$ cat config.mk
export PLATFORM = sky130hd
export DESIGN_NAME = alu
export DESIGN_NICKNAME = d
export VERILOG_FILES = /design/src/rtl/alu_pkg.sv /design/src/rtl/alu_core.sv /design/src/rtl/alu.sv
export SDC_FILE = /design/constraint.sdc
export NUM_CORES = 1
export LEC_CHECK = 0
export BUFFER_PORTS_ARGS = -buffer_cell sky130_fd_sc_hd__buf_4
export CORE_MARGIN = 1.5
export CORE_UTILIZATION = 45
export CTS_CLUSTER_SIZE = 25
export DETAILED_ROUTE_END_ITERATION = 10
export GPL_TIMING_DRIVEN = 0
export PLACE_DENSITY = 0.78
export SKIP_CTS_REPAIR_TIMING = 1
export SLEW_MARGIN = 20
export SYNTH_ARGS = -nofsm -noshare
export SYNTH_HDL_FRONTEND = slang
export SYNTH_HIERARCHICAL = 1
export SYNTH_SLANG_ARGS = --single-unit
$ cat constraint.sdc
create_clock -name clk -period 6.5 [get_ports clk]
set_input_delay 1.3 -clock clk [delete_from_list [all_inputs] [get_ports clk]]
set_output_delay 1.3 -clock clk [all_outputs]
set_load 0.02 [all_outputs]
$ cat src/rtl/alu_pkg.sv
// Shared definitions for the Hack-style ALU: datapath width, control word layout
// and the control encodings of the standard functions.
package alu_pkg;

    localparam int unsigned WIDTH_DEFAULT = 16;
    localparam int unsigned CTRL_W        = 6;

    // Control word in the fixed order {zx, nx, zy, ny, f, no}
    typedef struct packed {
        logic zx;
        logic nx;
        logic zy;
        logic ny;
        logic f;
        logic no;
    } ctrl_t;

    localparam ctrl_t CTRL_ZERO        = ctrl_t'(6'b101010);
    localparam ctrl_t CTRL_ONE         = ctrl_t'(6'b111111);
    localparam ctrl_t CTRL_X           = ctrl_t'(6'b001100);
    localparam ctrl_t CTRL_X_PLUS_Y    = ctrl_t'(6'b000010);
    localparam ctrl_t CTRL_X_MINUS_Y   = ctrl_t'(6'b010011);
    localparam ctrl_t CTRL_X_AND_Y     = ctrl_t'(6'b000000);
    localparam ctrl_t CTRL_X_OR_Y      = ctrl_t'(6'b010101);

endpackage

$ cat src/rtl/alu_core.sv
// Purely combinational ALU datapath: operand conditioning, add/and select,
// output inversion and the zero/negative/carry flags.
module alu_core
    import alu_pkg::*;
#(
    parameter int unsigned WIDTH = WIDTH_DEFAULT
) (
    input  logic [WIDTH-1:0] x,
    input  logic [WIDTH-1:0] y,
    input  ctrl_t            ctrl,
    output logic [WIDTH-1:0] out_c,
    output logic             zr_c,
    output logic             ng_c,
    output logic             co_c
);

    logic [WIDTH-1:0] x1;
    logic [WIDTH-1:0] x2;
    logic [WIDTH-1:0] y1;
    logic [WIDTH-1:0] y2;
    logic [WIDTH:0]   sum;
    logic [WIDTH-1:0] r;

    // Zeroing always precedes inversion on each operand
    assign x1 = ctrl.zx ? '0 : x;
    assign x2 = ctrl.nx ? ~x1 : x1;
    assign y1 = ctrl.zy ? '0 : y;
    assign y2 = ctrl.ny ? ~y1 : y1;

    assign sum = {1'b0, x2} + {1'b0, y2};
    assign r   = ctrl.f ? sum[WIDTH-1:0] : (x2 & y2);

    // Carry is taken from the raw sum, before the final inversion
    assign co_c  = ctrl.f & sum[WIDTH];
    assign out_c = ctrl.no ? ~r : r;
    assign zr_c  = ~|out_c;
    assign ng_c  = out_c[WIDTH-1];

endmodule

$ cat src/rtl/alu.sv
// Hack-style ALU top: combinational result/flags plus a one-cycle registered copy
// that is cleared by an asynchronous active-high reset.
module alu
    import alu_pkg::*;
#(
    parameter int unsigned WIDTH = WIDTH_DEFAULT
) (
    input  logic             clk,
    input  logic             rst,
    input  logic [WIDTH-1:0] x,
    input  logic [WIDTH-1:0] y,
    input  logic             zx,
    input  logic             nx,
    input  logic             zy,
    input  logic             ny,
    input  logic             f,
    input  logic             no,
    output logic [WIDTH-1:0] out,
    output logic             zr,
    output logic             ng,
    output logic             co,
    output logic [WIDTH-1:0] out_q,
    output logic             zr_q,
    output logic             ng_q,
    output logic             co_q
);

    ctrl_t ctrl;

    assign ctrl = {zx, nx, zy, ny, f, no};

    alu_core #(
        .WIDTH(WIDTH)
    ) u_core (
        .x    (x),
        .y    (y),
        .ctrl (ctrl),
        .out_c(out),
        .zr_c (zr),
        .ng_c (ng),
        .co_c (co)
    );

    // Pipelined copy for downstream consumers; free-running, no enable
    always_ff @(posedge clk or posedge rst) begin
        if (rst) begin
            out_q <= '0;
            zr_q  <= 1'b0;
            ng_q  <= 1'b0;
            co_q  <= 1'b0;
        end else begin
            out_q <= out;
            zr_q  <= zr;
            ng_q  <= ng;
            co_q  <= co;
        end
    end

endmodule

After elaboration in Yosys (flattened, before gate mapping)
Cells that the tools add are included.

storage, ports and cells
  input bits = 40
  output and inout bits = 38
  flip-flop bits (word level) = 19
  logic and storage cells = 18

cells by class
  reductions and logical operators = 2
  bitwise gates (word level) = 5
  add/subtract/negate cells = 1
  multiplexer cells = 6

operators with widths
  kind                                       number
  16-bit 2-to-1 mux                          6
  16-bit inverter                            3
  16-bit by 16-bit adder with 17-bit output  1
  16-bit AND                                 1
  16-bit OR reduction                        1
  1-bit AND                                  1
  1-bit zero test                            1

Logic depth before layout (Yosys ltp)
Gate-level depths: netlist of run 1.

  depth after elaboration = 9
  depth in mapped cells = 12
  depth with buffers taken out = 11

Cells and area by module
Netlist of run 1, hierarchy kept.

modules (own cells, without submodules)
  module    times used  cells an instance  area an instance (µm²)  seq. area each (µm²)
  alu_core  1           290                2127.0                  0.0
  alu       1           20                 479.2                   475.5

Worst setup path after synthesis of run 1
OpenSTA, ideal clock, no wires.

  path type = in2out
  from = input port nx
  to = output port zr
  data required time = 5.200 ns
  path slack = -0.002 ns
  cell stages on the path = 11
  arrival time = 5.202 ns
  path buffers = 2
  path through = clkbuf_1 > buf_1 > xnor2_1 > fa_1 > a211o_1 > a21o_2 > a211oi_1 > o211ai_1 > nor4_1 > or4b_1 > a2111oi_2

between the ends
  cells in the longest elaborated chain, start to end = 7
  elaborated cells between the ends (all ways) = 8
  those cells by class = 1 x add/sub; 3 x mux; 2 x bitwise; 2 x reduce/logical

ends and longest elaborated chain
  what                                                                            line                            RTL
  from (decl)                                                                     alu.sv:13                       input logic nx,
  16-bit 2-to-1 mux (*)                                                           alu_core.sv:26                  assign x2 = ctrl.nx ? ~x1 : x1;
  16-bit by 16-bit adder with 17-bit output / 16-bit AND (equally long branches)  alu_core.sv:30, alu_core.sv:31
  16-bit 2-to-1 mux (*)                                                           alu_core.sv:31                  assign r = ctrl.f ? sum[WIDTH-1:0] : (x2 & y2);
  16-bit inverter                                                                 alu_core.sv:35                  assign out_c = ctrl.no ? ~r : r;
  16-bit 2-to-1 mux (*)                                                           alu_core.sv:35
  net out[6]                                                                      alu.sv:18                       output logic [WIDTH-1:0] out,
  16-bit OR reduction (*)                                                         alu_core.sv:36                  assign zr_c = ~|out_c;
  1-bit zero test (*)                                                             alu_core.sv:36
  to (decl)                                                                       alu.sv:19                       output logic zr,

Mark *: on every way through the listed nets, which the timed path passes. The rest lies on a longest branch.

Worst setup path in the final report of run 1
  from = input port zy
  to = output port zr

between the ends
  cells in the longest elaborated chain, start to end = 9
  elaborated cells between the ends (all ways) = 10
  those cells by class = 1 x add/sub; 4 x mux; 3 x bitwise; 2 x reduce/logical

ends and longest elaborated chain
  what                                                                            line                            RTL
  from (decl)                                                                     alu.sv:14                       input logic zy,
  16-bit 2-to-1 mux (*)                                                           alu_core.sv:27                  assign y1 = ctrl.zy ? '0 : y;
  16-bit inverter                                                                 alu_core.sv:28                  assign y2 = ctrl.ny ? ~y1 : y1;
  16-bit 2-to-1 mux (*)                                                           alu_core.sv:28
  16-bit by 16-bit adder with 17-bit output / 16-bit AND (equally long branches)  alu_core.sv:30, alu_core.sv:31
  16-bit 2-to-1 mux (*)                                                           alu_core.sv:31
  16-bit inverter                                                                 alu_core.sv:35
  16-bit 2-to-1 mux (*)                                                           alu_core.sv:35
  16-bit OR reduction (*)                                                         alu_core.sv:36
  1-bit zero test (*)                                                             alu_core.sv:36

Mark *: on every way between the ends. The rest lies on a longest branch, timed or not.

==> results.sh, run 1 <==
export IMPL_status="finished, final reports clean"
export IMPL_grt_pass1_vias=2323
export IMPL_drive_above_1_share_pct=30.2
export IMPL_grt_pass1_wl_um=10700
export IMPL_io_pins=78
export IMPL_p_leak_nw=1.41
export IMPL_ys_seq_area_share_pct=18.2
export IMPL_syn_area_per_cell_um2=8.41
export IMPL_critPathKind="primary input to primary output"
export IMPL_drc=0
export IMPL_irDropWorstVdd_uv=132
export IMPL_worstMarginPinSlew_ps=650
export IMPL_fin_nets=445
export IMPL_period_minus_slack_ps=6160
export IMPL_holdWs_ps=1150
export IMPL_totalWireLength_um=6240
export IMPL_cts_inserted_buffers=3
export IMPL_cts_root_buf="clkbuf_8"
export IMPL_cellPowerDensity_nw_per_um2=226
export IMPL_diodes=0
export IMPL_fill_cells=519
export IMPL_slew_violations=0
export IMPL_cts_sinks=19
export IMPL_syn_to_final_growth_pct=26.9
export IMPL_port_buffers=74
export IMPL_startpoint_type="primary input"
export IMPL_critPathArrivalTime_ps=4860
export IMPL_dr_total_vias=2543
export IMPL_rows=27
export IMPL_synth_xor_area_share_pct=14.8
export IMPL_grt_overflow=0
export IMPL_netlist_instances=310
export IMPL_synth_ff_latch_count=19
export IMPL_yosysMostFrequentCell="xnor2_1"
export IMPL_synth_cell_types=71
export IMPL_hold_viol=0
export IMPL_die_x_um=79.1
export IMPL_synth_async_reset_ratio_pct=100
export IMPL_antenna_found_initial=0
export IMPL_drt_iter0_markers=121
export IMPL_hold_path_class="primary input to asynchronous set/reset pin"
export IMPL_synth_top_family_by_area="simple AND/OR/NAND/NOR gates"
export IMPL_crit_required_ps=5200
export IMPL_syn_cell_area_um2=2610
export IMPL_yosys_area_share_simple_pct=26.4
export IMPL_power_total_mw=0.749
export IMPL_grt_max_degree=20
export IMPL_synth_common_cells="xnor2_1, nand2b_1, dfrtp_1"
export IMPL_h_tree_depth=1
export IMPL_die_area_um2=6260
export IMPL_post_drt_wl_per_cell_um=13.6
export IMPL_synth_compound_area_share_pct=24.5
export IMPL_endpoint_kind="primary output"
export IMPL_crit_fanout=10
export IMPL_grt_usage_pct=20.7
export IMPL_firstDrtPassIters=4
export IMPL_clk_pin_slew_worst_paths_ps=60
export IMPL_setup_viol_count_final=0
export IMPL_rsz0062_at_grt="no"
export IMPL_synth_mux_area_share_pct=1.20
export IMPL_multi_input_area_um2=1970
export IMPL_yosys_top_cells_area="dfrtp_1, xnor2_1, nand2b_1"
export IMPL_relSlewSlack_pct=56.6
export IMPL_cts_tree="built"
export IMPL_cpMaxStageDelayCell="or4b_1"
export IMPL_path_cells="buf_4, clkbuf_1, nand2b_1, xnor2_1, fa_1, a211o_1, a2111oi_2, or3_1, nand3_1, xor2_1, or4b_1, a2111oi_2, buf_4"
export IMPL_synth_fa_ha_area_share_pct=8.45
export IMPL_initial_core_util_pct=47.0
export IMPL_via_per_inst=5.54
export IMPL_synth_main_ff_cell="dfrtp_1"
export IMPL_timing_final_crit_share_pct=94.8
export IMPL_syn_nets=367
export IMPL_clockBufferDepth=2
export IMPL_max_cap_violations=0
export IMPL_core_um2=5540
export IMPL_clock_fmax_mhz=162
export IMPL_post_dp_hpwl_um=5260
export IMPL_synth_top_area_share_pct=18.2
export IMPL_dieHeight_um=79.1
export IMPL_regArea_um2=475
export IMPL_antenna_left=0
export IMPL_synth_top_cell_by_area="dfrtp_1"
export IMPL_routabilityCongestion=0.925
export IMPL_critPathMaxStageDelay_ps=540
export IMPL_synth_edff_count=0
export IMPL_yosys_warnings=6
==> critical path: cells and delay by family <==
kind	cells	cell delay, ps
AO/OA/AOI/OAI	3	1200
buffers and inverters	3	520
XOR/XNOR	2	370
adder cells (fa/ha/maj)	1	470
AND/OR/NAND/NOR	4	990
==> kinds of logic (layout without fill, tap and decap cells) <==
logic type	after synthesis	count (layout)
flip-flops	19	19
adder cells (fa/ha/maj)	17	17
AND/OR/NAND/NOR	116	116
AO/OA/AOI/OAI	80	80
buffers and inverters	31	108
multiplexers	3	3
XOR/XNOR	44	44
==> metal layers <==
metal  part of all wire, %  GRT usage [%]  vias to the layer above
met5                     0              0                        -
met1                    46           29.3                     1152
met4                  0.30           4.04                        0
met2                    47           35.0                      101
met3                   6.4          0.805                        2
li1                      -              -                     1288
==> through the flow <==
step	instances	worst slack (ps)	TNS [ps]	instance area [um^2]	util (%)
5_1_grt	459	39.9	0	3310	59.7
4_1_cts	460	-193	-193	3300	59.5
3_5_place_dp	456	-214	-214	3250	58.7
6_report	459	340	0	3310	59.7
3_3_place_gp	456	-183	-183	3250	58.7
2_1_floorplan	310	32.4	0	2610	-
==> cells in the final DEF, fill, tap and decap left out, types with 5 or more instances in the layout <==
cell	instances
a211o_1	6
a211oi_1	7
a21oi_1	9
buf_2	7
buf_4	77
dfrtp_1	19
ha_1	16
inv_1	6
nand2_1	18
nand2b_1	34
nand3_1	7
nand3b_1	5
nor2_1	10
nor3_1	8
o211ai_1	5
o21ai_0	9
xnor2_1	41
==> state kept, by name (all words and copies together), names as in the netlist <==
| signal | count |
|---|---|
| out_q | 16 |
| co_q | 1 |
| zr_q | 1 |
| ng_q | 1 |
==> power breakdown <==
group          leakage, nW  switching (mW)  internal (mW)  total [mW]
Combinational         1.16           0.291          0.228       0.519
Clock               0.0228          0.0317         0.0433      0.0750
Sequential           0.227         0.00692          0.147       0.154
Total                 1.41           0.330          0.419       0.749
==> path summary, 6_finish.rpt <==
kind / slack (ps) / to / startpoint / cells past startpoint
setup / recovery: 340 / zr / zy / 13
hold / removal: 1150 / out_q[2] / rst / 2
max in group asynchronous: 4940 / out_q[7] / rst / 2
min in group clk: 1320 / out_q[2] / no / 2
==> area by class of cell <==
type                            count  area share, %
Tap cell                           72           2.72
Buffer                             23           4.50
Inverter                            7          0.794
Sequential cell                    19           14.4
Timing Repair Buffer               74           16.8
Multi-Input combinational cell    260           59.5
Clock buffer                        4           1.36
Power figures use the tool's default switching activity.
==> inputs of run 2 (changes only) <==
--- a/config.mk
+++ b/config.mk
@@ -13,4 +13,5 @@
 export GPL_TIMING_DRIVEN = 0
 export PLACE_DENSITY = 0.78
+export RECOVER_POWER = 100
 export SKIP_CTS_REPAIR_TIMING = 1
 export SLEW_MARGIN = 20
==> constraint.sdc (replaced) <==
create_clock -name clk -period 6.5 [get_ports clk]
set_input_delay 1.3 -clock clk [delete_from_list [all_inputs] [get_ports clk]]
set_output_delay 1.3 -clock clk [all_outputs]
set_load 0.01 [all_outputs]
==> run 2 against run 1 <==
  * Sequential share of layout area is 0.73 points higher
  * Global-route usage up 0.43 points
  * Via count rose by 0.63%
  * Clock power rose by 4.0%
  * Critical endpoint unchanged
  * Largest power group unchanged
==> results.sh, run 2 (synthesis results as in run 1) <==
export IMPL_critical_path_top_delay_family="compound AO/OA/AOI/OAI gates"
export IMPL_grt_max_degree=20
export IMPL_antenna_left=0
export IMPL_h_tree_depth=1
export IMPL_max_cap_violations=0
export IMPL_drive_above_1_share_pct=20.2
export IMPL_totalWireLength_um=6380
export IMPL_hold_viol=0
export IMPL_p_leak_nw=1.26
export IMPL_initial_core_util_pct=47.0
export IMPL_port_buffers=74
export IMPL_rsz0062_at_grt="no"
export IMPL_rows=27
export IMPL_irDropWorstVdd_uv=122
export IMPL_grt_pass1_wl_um=10800
export IMPL_startpoint_type="primary input"
export IMPL_diodes=0
export IMPL_antenna_found_initial=0
export IMPL_critPathArrivalTime_ps=4870
export IMPL_critPathKind="primary input to primary output"
export IMPL_post_drt_wl_per_cell_um=13.9
export IMPL_endpoint_kind="primary output"
export IMPL_firstDrtPassIters=4
export IMPL_relSlewSlack_pct=55.6
export IMPL_drc=0
export IMPL_cpMaxStageDelayCell="or4b_1"
export IMPL_cts_inserted_buffers=3
export IMPL_period_minus_slack_ps=6170
export IMPL_fill_cells=533
export IMPL_routabilityCongestion=0.920
export IMPL_path_buf_inv=3
export IMPL_core_um2=5540
export IMPL_drt_iter0_markers=198
export IMPL_setup_viol_count_final=0
export IMPL_die_x_um=79.1
export IMPL_cts_tree="built"
export IMPL_timing_final_crit_share_pct=95.0
export IMPL_fin_nets=445
export IMPL_final_common_cell="xnor2_1"
export IMPL_mostFrequentLayoutCells="xnor2_1, clkbuf_1, buf_4, nand2b_1, dfrtp_1"
export IMPL_critPathMaxStageDelay_ps=530
export IMPL_dieHeight_um=79.1
export IMPL_final_util_pct=56.8
export IMPL_crit_path_frequent_cell="buf_4"
export IMPL_regMostFlops="out_q"
export IMPL_cellPowerDensity_nw_per_um2=208
export IMPL_crit_required_ps=5200
export IMPL_cp_num_cells=13
export IMPL_cts_root_buf="clkbuf_8"
export IMPL_path_cells="buf_4, clkbuf_1, nand2b_1, xnor2_1, ha_1, a211oi_1, o211ai_1, and3_1, o31ai_2, xor2_1, or4b_1, a2111oi_2, buf_4"
export IMPL_largest_reg_flops=16
export IMPL_clockBufferDepth=2
export IMPL_clk_pin_slew_worst_paths_ps=70
export IMPL_syn_to_final_growth_pct=20.8
export IMPL_cts_sinks=19
export IMPL_slew_violations=0
export IMPL_grt_overflow=0
export IMPL_post_dp_hpwl_um=5190
export IMPL_clock_fmax_mhz=162
export IMPL_die_area_um2=6260
export IMPL_finish_instance_area_um2=3150
export IMPL_grt_usage_pct=21.1
export IMPL_dr_total_vias=2559
export IMPL_crit_fanout=10
export IMPL_via_per_inst=5.58
export IMPL_placed_cell_area_um2=3250
export IMPL_io_pins=78
export IMPL_worstMarginPinSlew_ps=665
export IMPL_grt_pass1_vias=2386
export IMPL_hold_path_class="primary input to asynchronous set/reset pin"
export IMPL_status="finished, final reports clean"
run 2: cell types whose count changed in the layout (fill, tap and decap cells not counted), sizes merged:
cell	delta
clkbuf	+37
buf	-38
clkinv	+1
run 2: final timing paths:
kind | from | to | slack (ps)
max | zy | zr | 330
max in group asynchronous | rst | out_q[7] | 4930
min | rst | out_q[8] | 1140
min in group clk | no | out_q[2] | 1320
run 2: metal layers:
layer | routed length, um | up-vias | track usage [%]
met3 | 493 | 6 | 1.38
met5 | 0 | - | 0
met1 | 2930 | 1164 | 28.6
met2 | 2880 | 99 | 35.8
li1 | - | 1290 | -
met4 | 78 | 0 | 6.49
run 2: layout make-up:
cell class              count  area (um^2)  share of cell area [%]
inverters                   7         26.3                   0.835
clock inverters             1         5.00                   0.159
plain buffers              23          146                    4.65
clock buffers               3         41.3                    1.31
well taps                  72         90.1                    2.86
repair buffers             74          417                    13.2
multi-input cells         260         1950                    61.8
flip-flops and latches     19          475                    15.1
run 2: report_power, final:
group / switching, mW / leakage, nW / internal [mW] / total [mW]
registers: 0.00639 / 0.227 / 0.147 / 0.154
clock network: 0.0355 / 0.0255 / 0.0425 / 0.0780
logic: 0.245 / 1.01 / 0.176 / 0.422
total: 0.287 / 1.26 / 0.366 / 0.654
run 2: per-stage QoR:
step	power, mW	instances	worst slack [ps]	setup TNS (ps)	hold slack, ps
after floorplan	0.459	310	268	0	1250
after global placement	0.613	456	-186	-186	1420
after detailed placement	0.624	456	-176	-176	1440
after CTS	0.704	460	-189	-189	1160
after global routing	0.707	459	48.2	0	1210
final	0.654	459	326	0	1140
